$ cat src/rtl/spi_shifter_pkg.sv
// rtl/spi_shifter_pkg.sv - shared SPI constants: mode bit positions and shifter state encoding
package spi_shifter_pkg;

  localparam int CPOL_BIT = 1;
  localparam int CPHA_BIT = 0;

  // Number of SCLK edges in one byte transfer.
  localparam logic [4:0] LAST_EDGE = 5'd16;

  typedef enum logic [1:0] {
    ST_IDLE = 2'd0,
    ST_XFER = 2'd1,
    ST_DONE = 2'd2
  } state_e;

  // CPHA=0 samples on leading edges, CPHA=1 on trailing edges.
  function automatic logic samples_on(input logic cpha, input logic leading);
    return leading ^ cpha;
  endfunction

endpackage

$ cat src/rtl/spi_shifter_if.sv
// rtl/spi_shifter_if.sv - byte request/response bundle between a host and the SPI shifter
interface spi_shifter_if;

  logic       i_start;
  logic [1:0] i_mode;
  logic [7:0] i_data;
  logic [7:0] o_data;
  logic       o_busy;
  logic       o_done;

  modport master (
    output i_start, i_mode, i_data,
    input  o_data, o_busy, o_done
  );

  modport slave (
    input  i_start, i_mode, i_data,
    output o_data, o_busy, o_done
  );

endinterface

$ cat src/rtl/spi_tick.sv
// rtl/spi_tick.sv - half-period tick: pulses every HALF_PERIOD enabled cycles, held at zero when disabled
module spi_tick #(
  parameter int HALF_PERIOD = 24
) (
  input  logic i_clk,
  input  logic i_rst_n,
  input  logic i_en,
  output logic o_tick
);

  logic [7:0] cnt_q, cnt_d;

  // Counter sits at zero outside a transfer, so the acceptance cycle counts as phase 0.
  always_comb begin
    o_tick = i_en && (cnt_q == 8'(HALF_PERIOD - 1));
    cnt_d  = 8'd0;
    if (i_en && !o_tick) begin
      cnt_d = cnt_q + 8'd1;
    end
  end

  always_ff @(posedge i_clk or negedge i_rst_n) begin
    if (!i_rst_n) begin
      cnt_q <= 8'd0;
    end else begin
      cnt_q <= cnt_d;
    end
  end

endmodule

$ cat src/rtl/spi_shifter.sv
// rtl/spi_shifter.sv - SPI master byte shifter, all four modes, MSB first
module spi_shifter
  import spi_shifter_pkg::*;
#(
  parameter int HALF_PERIOD = 24
) (
  input  logic        i_clk,
  input  logic        i_rst_n,
  spi_shifter_if.slave bus,
  output logic        o_SCLK,
  output logic        o_MOSI,
  input  logic        i_MISO
);

  state_e     state_q, state_d;
  logic       busy_q, busy_d;
  logic       done_q, done_d;
  logic       sclk_q, sclk_d;
  logic       mosi_q, mosi_d;
  logic       cpol_q, cpol_d;
  logic       cpha_q, cpha_d;
  logic       edge_now_q, edge_now_d;
  logic [4:0] edge_q, edge_d;
  logic [7:0] tx_q, tx_d;
  logic [7:0] rx_q, rx_d;
  logic [7:0] data_q, data_d;

  logic accept;
  logic last_edge;
  logic tick_en;
  logic tick;
  logic leading_next;

  spi_tick #(.HALF_PERIOD(HALF_PERIOD)) u_tick (
    .i_clk  (i_clk),
    .i_rst_n(i_rst_n),
    .i_en   (tick_en),
    .o_tick (tick)
  );

  always_comb begin
    accept    = bus.i_start && !busy_q;
    last_edge = (state_q == ST_XFER) && (edge_q == LAST_EDGE);
    tick_en   = accept || ((state_q == ST_XFER) && (edge_q != LAST_EDGE));

    state_d      = state_q;
    busy_d       = busy_q;
    done_d       = 1'b0;
    sclk_d       = sclk_q;
    mosi_d       = mosi_q;
    cpol_d       = cpol_q;
    cpha_d       = cpha_q;
    edge_d       = edge_q;
    tx_d         = tx_q;
    rx_d         = rx_q;
    data_d       = data_q;
    edge_now_d   = tick;
    leading_next = 1'b0;

    // MISO is taken in the cycle SCLK has just moved; edge_q is that edge's number.
    if ((state_q == ST_XFER) && edge_now_q && samples_on(cpha_q, edge_q[0])) begin
      rx_d = {rx_q[6:0], i_MISO};
    end

    if (last_edge) begin
      state_d = ST_DONE;
      busy_d  = 1'b0;
      done_d  = 1'b1;
      data_d  = rx_d;
    end else if (state_q == ST_DONE) begin
      state_d = ST_IDLE;
    end

    if (accept) begin
      state_d = ST_XFER;
      busy_d  = 1'b1;
      cpol_d  = bus.i_mode[CPOL_BIT];
      cpha_d  = bus.i_mode[CPHA_BIT];
      sclk_d  = bus.i_mode[CPOL_BIT];
      edge_d  = 5'd0;
      if (bus.i_mode[CPHA_BIT]) begin
        tx_d = bus.i_data;
      end else begin
        mosi_d = bus.i_data[7];
        tx_d   = {bus.i_data[6:0], 1'b0};
      end
    end else if (state_q != ST_XFER) begin
      sclk_d = cpol_q;
    end

    // Edge actions stack on top of acceptance so HALF_PERIOD=1 gets its first edge at cycle 1.
    if (tick) begin
      leading_next = !edge_d[0];
      sclk_d       = !sclk_d;
      if (cpha_d ? leading_next : (!leading_next && (edge_d != 5'd15))) begin
        mosi_d = tx_d[7];
        tx_d   = {tx_d[6:0], 1'b0};
      end
      edge_d = edge_d + 5'd1;
    end
  end

  always_ff @(posedge i_clk or negedge i_rst_n) begin
    if (!i_rst_n) begin
      state_q    <= ST_IDLE;
      busy_q     <= 1'b0;
      done_q     <= 1'b0;
      sclk_q     <= 1'b0;
      mosi_q     <= 1'b0;
      cpol_q     <= 1'b0;
      cpha_q     <= 1'b0;
      edge_now_q <= 1'b0;
      edge_q     <= 5'd0;
      tx_q       <= 8'h00;
      rx_q       <= 8'h00;
      data_q     <= 8'h00;
    end else begin
      state_q    <= state_d;
      busy_q     <= busy_d;
      done_q     <= done_d;
      sclk_q     <= sclk_d;
      mosi_q     <= mosi_d;
      cpol_q     <= cpol_d;
      cpha_q     <= cpha_d;
      edge_now_q <= edge_now_d;
      edge_q     <= edge_d;
      tx_q       <= tx_d;
      rx_q       <= rx_d;
      data_q     <= data_d;
    end
  end

  assign bus.o_data = data_q;
  assign bus.o_busy = busy_q;
  assign bus.o_done = done_q;
  assign o_SCLK     = sclk_q;
  assign o_MOSI     = mosi_q;

endmodule

$ cat src/flat_wrapper.sv
// flat-port wrapper written by rule: the top's interface ports become plain ports
module spi_shifter_flat import spi_shifter_pkg::*;
#(
  parameter int HALF_PERIOD = 24
)
  (i_clk, i_rst_n, o_SCLK, o_MOSI, i_MISO, bus_i_start, bus_i_mode, bus_i_data, bus_o_data, bus_o_busy, bus_o_done);
  spi_shifter_if bus_i ();
  input  logic i_clk;
  input  logic i_rst_n;
  output logic o_SCLK;
  output logic o_MOSI;
  input  logic i_MISO;
  input wire logic [$bits(bus_i.i_start)-1:0] bus_i_start;
  input wire logic [$bits(bus_i.i_mode)-1:0] bus_i_mode;
  input wire logic [$bits(bus_i.i_data)-1:0] bus_i_data;
  output wire logic [$bits(bus_i.o_data)-1:0] bus_o_data;
  output wire logic [$bits(bus_i.o_busy)-1:0] bus_o_busy;
  output wire logic [$bits(bus_i.o_done)-1:0] bus_o_done;
  assign bus_i.i_start = bus_i_start;
  assign bus_i.i_mode = bus_i_mode;
  assign bus_i.i_data = bus_i_data;
  assign bus_o_data = bus_i.o_data;
  assign bus_o_busy = bus_i.o_busy;
  assign bus_o_done = bus_i.o_done;
  spi_shifter #(.HALF_PERIOD(HALF_PERIOD)) u_core (.i_clk(i_clk), .i_rst_n(i_rst_n), .bus(bus_i), .o_SCLK(o_SCLK), .o_MOSI(o_MOSI), .i_MISO(i_MISO));
endmodule
$ cat config.mk
export PLATFORM = sky130hd
export DESIGN_NAME = spi_shifter_flat
export DESIGN_NICKNAME = d
export VERILOG_FILES = /design/src/rtl/spi_shifter_pkg.sv /design/src/rtl/spi_shifter_if.sv /design/src/rtl/spi_tick.sv /design/src/rtl/spi_shifter.sv /design/src/flat_wrapper.sv
export SDC_FILE = /design/constraint.sdc
export NUM_CORES = 1
export LEC_CHECK = 0
export CAP_MARGIN = 20
export CORE_UTILIZATION = 35
export DETAILED_ROUTE_END_ITERATION = 12
export GPL_ROUTABILITY_DRIVEN = 0
export PLACE_DENSITY_LB_ADDON = 0.05
export SLEW_MARGIN = 10
export SYNTH_ARGS = -nofsm -noshare
export SYNTH_HDL_FRONTEND = slang
export SYNTH_HIERARCHICAL = 1
export SYNTH_SLANG_ARGS = --single-unit
$ cat constraint.sdc
create_clock -name i_clk -period 3.6 [get_ports i_clk]
set_input_delay 0.54 -clock i_clk [delete_from_list [all_inputs] [get_ports i_clk]]
set_output_delay 0.54 -clock i_clk [all_outputs]
set_load 0.01 [all_outputs]
==> reports/results.ini, run 1 <==
[layout]
multi_input_area_um2=989.7
layout_commonest_cell=dfrtp_1
antennaDiodeCount=0
seq_area_mm2=0.001151
fin_area_mm2=0.002639
n_fill_cell=576
area_delta_synth_final_pct=20.10
drive_gt1_share_pct=17.97
nets=233
finish.utilization_pct=44.05
final_cell_mix=dfrtp_1, clkdlybuf4s50_1, nand2_1

[pwr]
vdd_drop_max_uv=148.6
leakagePower_nw=1.205
seqPwrFrac_pct=58.7
power_density_mw_per_mm2=343.4
clkPwrFrac_pct=34.7
comb_power_share_pct=6.6
power.internal_mw=0.6945
p_switching_mw=0.2117
swShare_pct=23.36

[setup_path]
arrival_ns=2.88
timing.rr.start=u_core/bus.o_busy$_DFFE_PN0P_
cp.required_ns=3.77
crit_type=in2reg
cp_max_fo=9
end_kind=register
cp-start-kind=input pin
worstSetupStartpoint=bus_i_start

[drt]
drt-total-wl_um=4253
routedWlPerCell_um=14.57
via_per_inst=4.990
drc=0
postRouteAntennaNets=0
num_vias=1457
first_iter_violations=87
first_pass_iters=4

[floorplanning]
ios=26
coreArea_mm2=0.005991
die-area_mm2=0.006598
start_util_pct=36.68
row_count=28
die_h_um=81.23
fp.dieW_um=81.23

[run_status]
status=finished, final reports clean

[clock_tree]
cts_tree=yes
clockBufferDepth=2
clk_latency_ns=0.30
cts.htree.levels=2
cts.sinks=46
clk_pin_slew_ns=0.09
cts_inserted_buffers=5
hold_buffers=0
cts-root-buf=clkbuf_8
post_cts_resized=0
post-cts-setup-buffer-count=0

[synth]
yosys_register_bits=46
ys_seq_area_share_pct=52.39
synthArstFlopShare_pct=100.0
synth_nets=205
synth-edff-count=0
synth_fa_ha_area_share_pct=1.708
synth.mux.area_fraction_pct=18.45
yosysWarningCount=6
synthXorXnorAreaFrac_pct=2.790
synth-main-ff-cell=dfrtp_1
synth_top_family_by_area=multiplexers
synth_cell_types=37
synthCells=188
netlist_area_mm2=0.002197
synth_compound_area_share_pct=7.232
synthSimpleGateAreaFrac_pct=14.58
avgSynthCellArea_um2=11.69

[timing]
tightest_slew_ns=0.6770
slew_viol_final=0
period_needed_ns=2.715
clock_skew_ns=0.008053
setup_viol=0
rsz0062_at_grt=false
finalCritPeriodShare_pct=75.41
fmax_ghz=0.3683
setup_tns_ns=0
finalHoldViolCount=0
timing.hold.ws_ns=0.2233
slew_headroom_pct=54.87

[placement]
dp_hpwl_um=2990
dpl_cell_area_mm2=0.002521
port_buffers=25

[flow_run]
maxCapViolCount=0

[global_routing]
grt_pass1_wl_um=7251
grt_max_degree=47
grt.overflow.total=0
grt_pass1_vias=1525
track_usage_pct=14.82
antenna_found_initial=0

[hold_path]
hp-class=in2async

flip-flops by register name, indices dropped and copies added, names as in the netlist:
signal / flops
u_core/cpha_q: 1
u_core/cpol_q: 1
u_core/edge_q: 5
u_core/o_SCLK: 1
u_core/o_MOSI: 1
u_core/bus.o_busy: 1
u_core/tx_q: 8
u_core/state_q: 2
u_core/bus.o_data: 8
u_core/bus.o_done: 1
u_core/rx_q: 8
u_core/u_tick/cnt_q: 8
u_core/edge_now_q: 1
metal layers:
metal  wire length [µm]  global-route usage, %
met1               2019                  19.21
met2               2058                  24.29
met3                152                  3.820
met4                 23                  4.286
met5                  0                      0
final timing paths:
kind                            cells past startpoint                                to  slack [ns]
worst max-delay path                               11          u_core/tx_q[3]$_DFF_PN0_        0.89
worst min-delay path                                1          u_core/tx_q[1]$_DFF_PN0_        0.22
worst max register to register                     10          u_core/tx_q[3]$_DFF_PN0_        1.12
worst min register to register                      1  u_core/u_tick/cnt_q[0]$_DFF_PN0_        0.46
max in group asynchronous                           2  u_core/u_tick/cnt_q[4]$_DFF_PN0_        2.86
min in group i_clk                                  1  u_core/u_tick/cnt_q[0]$_DFF_PN0_        0.46
final cells by class:
type,instances,share of cell area (%)
Sequential cell,46,43.62
Multi-Input combinational cell,129,37.51
Timing Repair Buffer,29,11.19
Tap cell,75,3.556
Clock buffer,5,2.608
Clock inverter,3,0.8061
Inverter,5,0.7112
logic make-up (layout without fill, tap and decap cells):
kind of cell / after synthesis / after routing
DFF: 46 / 46
muxes: 31 / 31
and+or+nand+nor: 63 / 63
buffers and inverters: 13 / 42
adders and majority gates: 3 / 3
xor gates and xnor gates: 7 / 7
AOI/OAI and AO/OA: 25 / 25
critical path, cell delays in order:
cell             delay (ns)
clkdlybuf4s50_1        0.50
nand2b_1               0.21
and2_2                 0.29
ha_1                   0.20
nand2_1                0.06
nor2_1                 0.04
ha_1                   0.20
nor3b_2                0.23
o31a_1                 0.22
o21ai_1                0.21
mux2i_1                0.18
power groups by stage:
stage / combinational [mW] / clock [mW] / sequential (mW)
final: 0.0596 / 0.315 / 0.532
after global routing: 0.0664 / 0.351 / 0.533
after CTS: 0.0576 / 0.331 / 0.532
after detailed placement: 0.0572 / 0 / 0.542
after global placement: 0.0559 / 0 / 0.542
after floorplan: 0.0223 / 0 / 0.541
through the flow:
step                      worst slack [ns]  std cells  total power [mW]
after floorplan                      1.106        188            0.5638
after global placement              0.6122        283            0.5976
after detailed placement            0.5596        283            0.5995
after CTS                           0.8653        291            0.9205
after global routing                0.6798        292            0.9504
final                               0.8852        292            0.9063
synth_stat cells (2+ instances only):
cell / instances / area (µm²)
o21ai_1: 4 / 20.02
o21ai_0: 5 / 25.02
nand3_1: 4 / 20.02
clkbuf_1: 4 / 15.01
nor2_1: 13 / 48.80
mux2_2: 2 / 22.52
mux2i_1: 12 / 120.1
xnor2_1: 2 / 17.52
nor2b_1: 3 / 18.77
nand4_1: 2 / 12.51
inv_1: 5 / 18.77
a21oi_1: 10 / 50.05
nand2_1: 19 / 71.32
nor3_1: 7 / 35.03
mux2_4: 16 / 240.2
ha_1: 3 / 37.54
nand2b_1: 2 / 12.51
nor4_1: 2 / 12.51
and3_1: 2 / 12.51
buf_2: 2 / 10.01
or3_1: 4 / 25.02
dfrtp_1: 46 / 1151
xor2_1: 5 / 43.79
Power figures use the tool's default switching activity.
==> run 2, diff against run 1 <==
Clock period 3.6 ns to 2.55 ns, I/O delays scaled along.
==> run 2 against run 1 <==
  * Cell area grew 2.6%
  * Cell count grew 2.4%
  * Register-to-register slack lost 0.78 ns
  * Die area is the same
  * Clock skew shrank 0.0010 ns
  * Critical path depth is the same
  * Wire length shrank 0.63%
  * Sequential share of layout area shrank 1.1 points
  * Critical endpoint unchanged
  * Largest power group unchanged
==> reports/results.ini, run 2 (synthesis gave the netlist of run 1 again) <==
[setup_path]
cp-start-kind=input pin
cp_max_fo=4
end_kind=register
slowest_delay_ns=0.47
worstSetupStartpoint=bus_i_start
worstPathCellList=clkdlybuf4s50_1 > nand2b_1 > and2_2 > ha_1 > nand2_1 > nor2_1 > ha_1 > nor3b_2 > o31a_1 > o21ai_1 > mux2i_1
r2r_slack_ns=0.34
crit_family=simple AND/OR/NAND/NOR gates
crit_top_cell=ha_1
timing.rr.end=u_core/tx_q[3]$_DFF_PN0_
rr_worst_depth=10
crit_type=in2reg
critPathSlowestCell=clkdlybuf4s50_1
cp.required_ns=2.71
arrival_ns=2.44
cp.depth=11
crit_buf_inv=1
timing.rr.start=u_core/bus.o_busy$_DFFE_PN0P_

[hold_path]
hold_start=u_core/u_tick/cnt_q[0]$_DFF_PN0_
hp-class=reg2reg
hold_path_end=u_core/u_tick/cnt_q[0]$_DFF_PN0_
hold-path-cell-count=1

[clock_tree]
post-cts-setup-buffer-count=0
clockBufferDepth=2
cts.htree.levels=2
cts_inserted_buffers=5
cts_tree=yes
cts-root-buf=clkbuf_8
cts.sinks=46
clk_pin_slew_ns=0.09
clk_latency_ns=0.29

[pwr]
finalPower_mw=1.362
vdd_drop_max_uv=259.8
leakagePower_nw=1.242
power_density_mw_per_mm2=503.3

[drt]
via_per_inst=4.940
num_vias=1477
routedWlPerCell_um=14.13
first_iter_violations=54
drt-total-wl_um=4226
drc=0
postRouteAntennaNets=0
first_pass_iters=4

[global_routing]
antenna_found_initial=0
track_usage_pct=15.18
grt_pass1_vias=1563
grt_pass1_wl_um=7541
grt_max_degree=47
grt.overflow.total=0

[timing]
rsz0062_at_grt=false
period_needed_ns=2.279
tightest_slew_ns=0.6424
finalCritPeriodShare_pct=89.39
clock_skew_ns=0.007003
fmax_ghz=0.4387
slew_headroom_pct=57.18
slew_viol_final=0
finalHoldViolCount=0
setup_viol=0
timing.hold.ws_ns=0.4581

[layout]
final_cell_mix=dfrtp_1, clkdlybuf4s50_1, nand2_1
nets=240
layout_commonest_cell=dfrtp_1
n_fill_cell=548
drive_gt1_share_pct=19.64
finish.utilization_pct=45.18
area_delta_synth_final_pct=23.18
seq_area_mm2=0.001151
multi_input_area_um2=989.7
antennaDiodeCount=0

[floorplanning]
die-area_mm2=0.006598
die_h_um=81.23
row_count=28
start_util_pct=36.68
ios=26
coreArea_mm2=0.005991
fp.dieW_um=81.23

[run_status]
status=finished, final reports clean

[flow_run]
maxCapViolCount=0

[placement]
port_buffers=25
dp_hpwl_um=3026

## run 2: changes by cell type in the layout (fill, tap and decap cells not counted)
cell	previous run	this run
clkinv_2	1	0
dlygate4sd3_1	0	1
buf_12	0	1
buf_16	1	0
bufinv_16	0	1
buf_4	3	9
clkinv_4	1	0
clkbuf_1	0	1
## run 2: cell type report
cell class                      instances  share of cell area (%)
Tap cell                               75                   3.467
Sequential cell                        46                   42.53
Timing Repair Buffer                   36                   12.67
Clock buffer                            6                   2.681
Multi-Input combinational cell        129                   36.57
Clock inverter                          2                   1.387
Inverter                                5                  0.6935
## run 2: worst max-delay path by stage
stage / endpoint / slack, ns
after CTS: u_core/tx_q[3]$_DFF_PN0_ / 0.28
after global routing: u_core/tx_q[3]$_DFF_PN0_ / 0.05
final: u_core/tx_q[3]$_DFF_PN0_ / 0.27
after global placement: u_core/tx_q[4]$_DFF_PN0_ / 0.03
after floorplan: u_core/tx_q[2]$_DFF_PN0_ / 0.08
after detailed placement: u_core/tx_q[3]$_DFF_PN0_ / -0.03
## run 2: stage by stage
| stage | setup TNS [ns] | worst slack (ns) | std cells | area [µm²] |
|---|---|---|---|---|
| CTS | 0 | 0.2753 | 297 | 2676 |
| floorplan | 0 | 0.07595 | 188 | 2197 |
| detailed placement | -0.07600 | -0.02754 | 289 | 2566 |
| finish | 0 | 0.2707 | 299 | 2706 |
| global route | 0 | 0.05175 | 299 | 2706 |
| global placement | 0 | 0.03255 | 289 | 2566 |
## run 2: power breakdown
part	internal [mW]	switching [mW]
clock	0.292	0.234
sequential	0.743	0.00687
combinational	0.0450	0.0406
## run 2: timing repair
item,in CTS,in global routing
resized for setup,0,0
endpoints found under the setup margin,0,0
hold buffers,0,1
endpoints found under the hold margin,0,10
## run 2: worst register-to-register path, stage by stage, from the launching register on
cell,delay (ns)
dfrtp_1,0.41
nand2b_1,0.20
and2_2,0.22
ha_1,0.19
nand2_1,0.06
nor2_1,0.04
ha_1,0.20
nor3b_2,0.23
o31a_1,0.18
o21ai_1,0.18
mux2i_1,0.18
## run 2: per-layer routing
layer  routed length, µm  GRT usage, %  part of all wire, %  vias to the layer above
met5                   0             0                    0                        -
met2                2023         24.71                   48                       17
li1                    -             -                    -                      721
met3                 114         3.820                  2.7                        2
met4                  23         4.286                 0.54                        0
met1                2065         19.94                   49                      737
==> variant, RTL diff (settings of run 2) <==
Change the package constant `CPHA_BIT` from 0 to 1.
--- a/src/rtl/spi_shifter_pkg.sv
+++ b/src/rtl/spi_shifter_pkg.sv
@@ -3,5 +3,5 @@
 
   localparam int CPOL_BIT = 1;
-  localparam int CPHA_BIT = 0;
+  localparam int CPHA_BIT = 1;
 
   // Number of SCLK edges in one byte transfer.
Behaviour: not the same (Yosys sat finds a counterexample within 4 cycles, from zero or initial values and one cycle with i_rst_n low).
==> variant against run 2 <==
- routed wire length fell by 1.2%
- area after synthesis rose by 0.80%
- register-to-register slack got worse by 0.13 ns
- sequential cell count did not move
- cell area fell by 0.65%
- power fell by 6.1%
- cell count did not move
- worst setup slack got worse by 0.12 ns
- critical path depth rose by 1
- core utilization fell by 0.55 points
- largest power group unchanged
==> variant: results (changes against run 2) <==
Clock tree
  • Post-CTS Setup Bufs: 0 (unchanged)
  • H-tree depth: 2 (unchanged)
  • Clock Pin Slew Worst Setup and Hold Paths: 0.08 ns
  • Clock Tree Root: clkbuf_8
  • Worst skew pair latency: 0.29 ns (about the same)

Setup path
  • R2R cell count: 11 (+1)
  • WP data arrival: 2.61 ns (+0.17 ns)
  • Crit path to: u_core/o_MOSI
  • Crit path launch: bus_i_start
  • Worst reg2reg startpoint: u_core/bus.o_busy
  • FF-to-FF setup slack: 0.21 ns (-0.13 ns)
  • Critical path peak fanout: 4 (unchanged)

Yosys
  • Post-synth ARST share: 100.0% (unchanged)
  • Register area share after synthesis: 51.98% (-0.41 points)
  • Net Count, Synth: 204 (-0.49%)
  • Top post-synthesis cells by area: dfrtp_1 (52%), mux2_4 (11%), mux2i_1 (5.4%)
  • Cell variety after synth: 37 (unchanged)
  • Synth Warn #: 6 (unchanged)
  • Top cells by count, synth: dfrtp_1 (46), nand2_1 (18), mux2_4 (16), nor2_1 (13), mux2i_1 (12)

Route
  • Iter 0 DRT Violations: 55 (+1.9%)
  • Avg WL per Cell: 13.97 µm (-1.2%)
  • Drt first pass iters: 5 (+1)
  • DR vias/cell: 4.943 (about the same)

Outcome
  • Status: finished, final reports clean

Timing
  • Fin Clk Skew: 0.003848 ns (-0.003155 ns)
  • Worst-margin pin slew: 0.6425 ns (+0.0001186 ns)

Finish
  • # fillers: 554 (+1.1%)
  • Share of cells above drive strength 1: 21.88% (+2.2 points)

Global routing
  • Tot GR Track Use: 14.05% (-1.1 points)
  • Vias in the first global route: 1479 (-5.4%)
  • First-pass GRT wire length: 6996 µm (-7.2%)
  • Largest net degree at the start of global routing: 30 (-36%)

Pwr
  • Max VDD drop: 0.2439 mV (-6.1%)
  • Int Power: 1.002 mW (-7.3%)
  • P_leak: 1.247 nW (+0.43%)

Worst hold path
  • Worst hold path type: primary input to async pin

Place
  • Placed cell areas: 0.002597 mm² (+1.2%)
  • Dpl hpwl: 2972 µm (-1.8%)
  • Buffers on Ports: 24 (-4.0%)

Floorplan
  • Die area: 0.006650 mm² (+0.78%)
[variant: cell count changes after synthesis, sizes merged]
cell	before	now
nor2b	4	3
nand2	19	18
and2b	0	1
buf	4	7
clkbuf	4	1
a21oi	10	11
o21ai	9	8
[variant: cells by family (layout without fill, tap and decap cells)]
family / Yosys count / in the layout / share of synthesized area [%]
AOI/OAI and AO/OA: 25 / 25 / 7.740
xor gates and xnor gates: 7 / 7 / 2.768
adders and majority gates: 3 / 3 / 1.695
buffers and inverters: 13 / 50 / 3.107
DFF: 46 / 46 / 51.98
muxes: 31 / 31 / 18.31
and+or+nand+nor: 62 / 62 / 14.41
[variant: stage by stage]
| step | setup WS, ns | std cells | util (%) | hold WS [ns] | setup TNS [ns] |
|---|---|---|---|---|---|
| after floorplan | 0.08474 | 187 | - | 0.08691 | 0 |
| after global placement | -0.1090 | 291 | 43.11 | 0.3448 | -0.6333 |
| after detailed placement | -0.1309 | 291 | 43.11 | 0.3582 | -0.6869 |
| after CTS | 0.1718 | 299 | 44.62 | 0.02942 | 0 |
| after global routing | 0.06223 | 299 | 44.62 | 0.03195 | 0 |
| final | 0.1461 | 299 | 44.62 | 0.02758 | 0 |
[variant: cell type report]
type	instances	area, µm²	area share, %
Sequential cell	46	1151	42.81
Multi-Input combinational cell	128	1001	37.23
Timing Repair Buffer	37	332.8	12.38
Tap cell	75	93.84	3.490
Clock buffer	7	86.33	3.211
Inverter	5	18.77	0.6980
Clock inverter	1	5.005	0.1861
[variant: routing by layer]
layer / GRT usage, % / vias up / share of wire [%]
met3: 4.333 / 0 / 3.0
met1: 18.26 / 739 / 50
met4: 3.214 / 0 / 0
met2: 22.75 / 18 / 47
met5: 0 / - / 0
li1: - / 721 / -
[variant: worst min path at each step]
stage,start,end,slack [ns],cells after the start
after CTS,i_rst_n,u_core/tx_q[5],0.03,1
after global routing,i_rst_n,u_core/tx_q[5],0.03,1
after floorplan,i_rst_n,u_core/bus.o_busy,0.09,0
after global placement,i_rst_n,u_core/tx_q[5],0.34,1
after detailed placement,i_rst_n,u_core/tx_q[5],0.36,1
final,i_rst_n,u_core/tx_q[5],0.03,1
[variant: power by group through the flow]
stage          registers (mW)  clock network (mW)  logic, mW
2_1_floorplan           0.764                   0     0.0314
3_3_place_gp            0.764                   0     0.0790
3_5_place_dp            0.764                   0     0.0807
4_1_cts                 0.750               0.480     0.0813
5_1_grt                 0.751               0.517     0.0873
6_report                0.750               0.451     0.0786
[variant: worst max-delay path, delay by kind of cell]
family	cells	cell delay, ns
AO/OA/AOI/OAI	1	0.24
AND/OR/NAND/NOR	7	0.97
buffers and inverters	2	0.61
adder cells (fa/ha/maj)	2	0.38
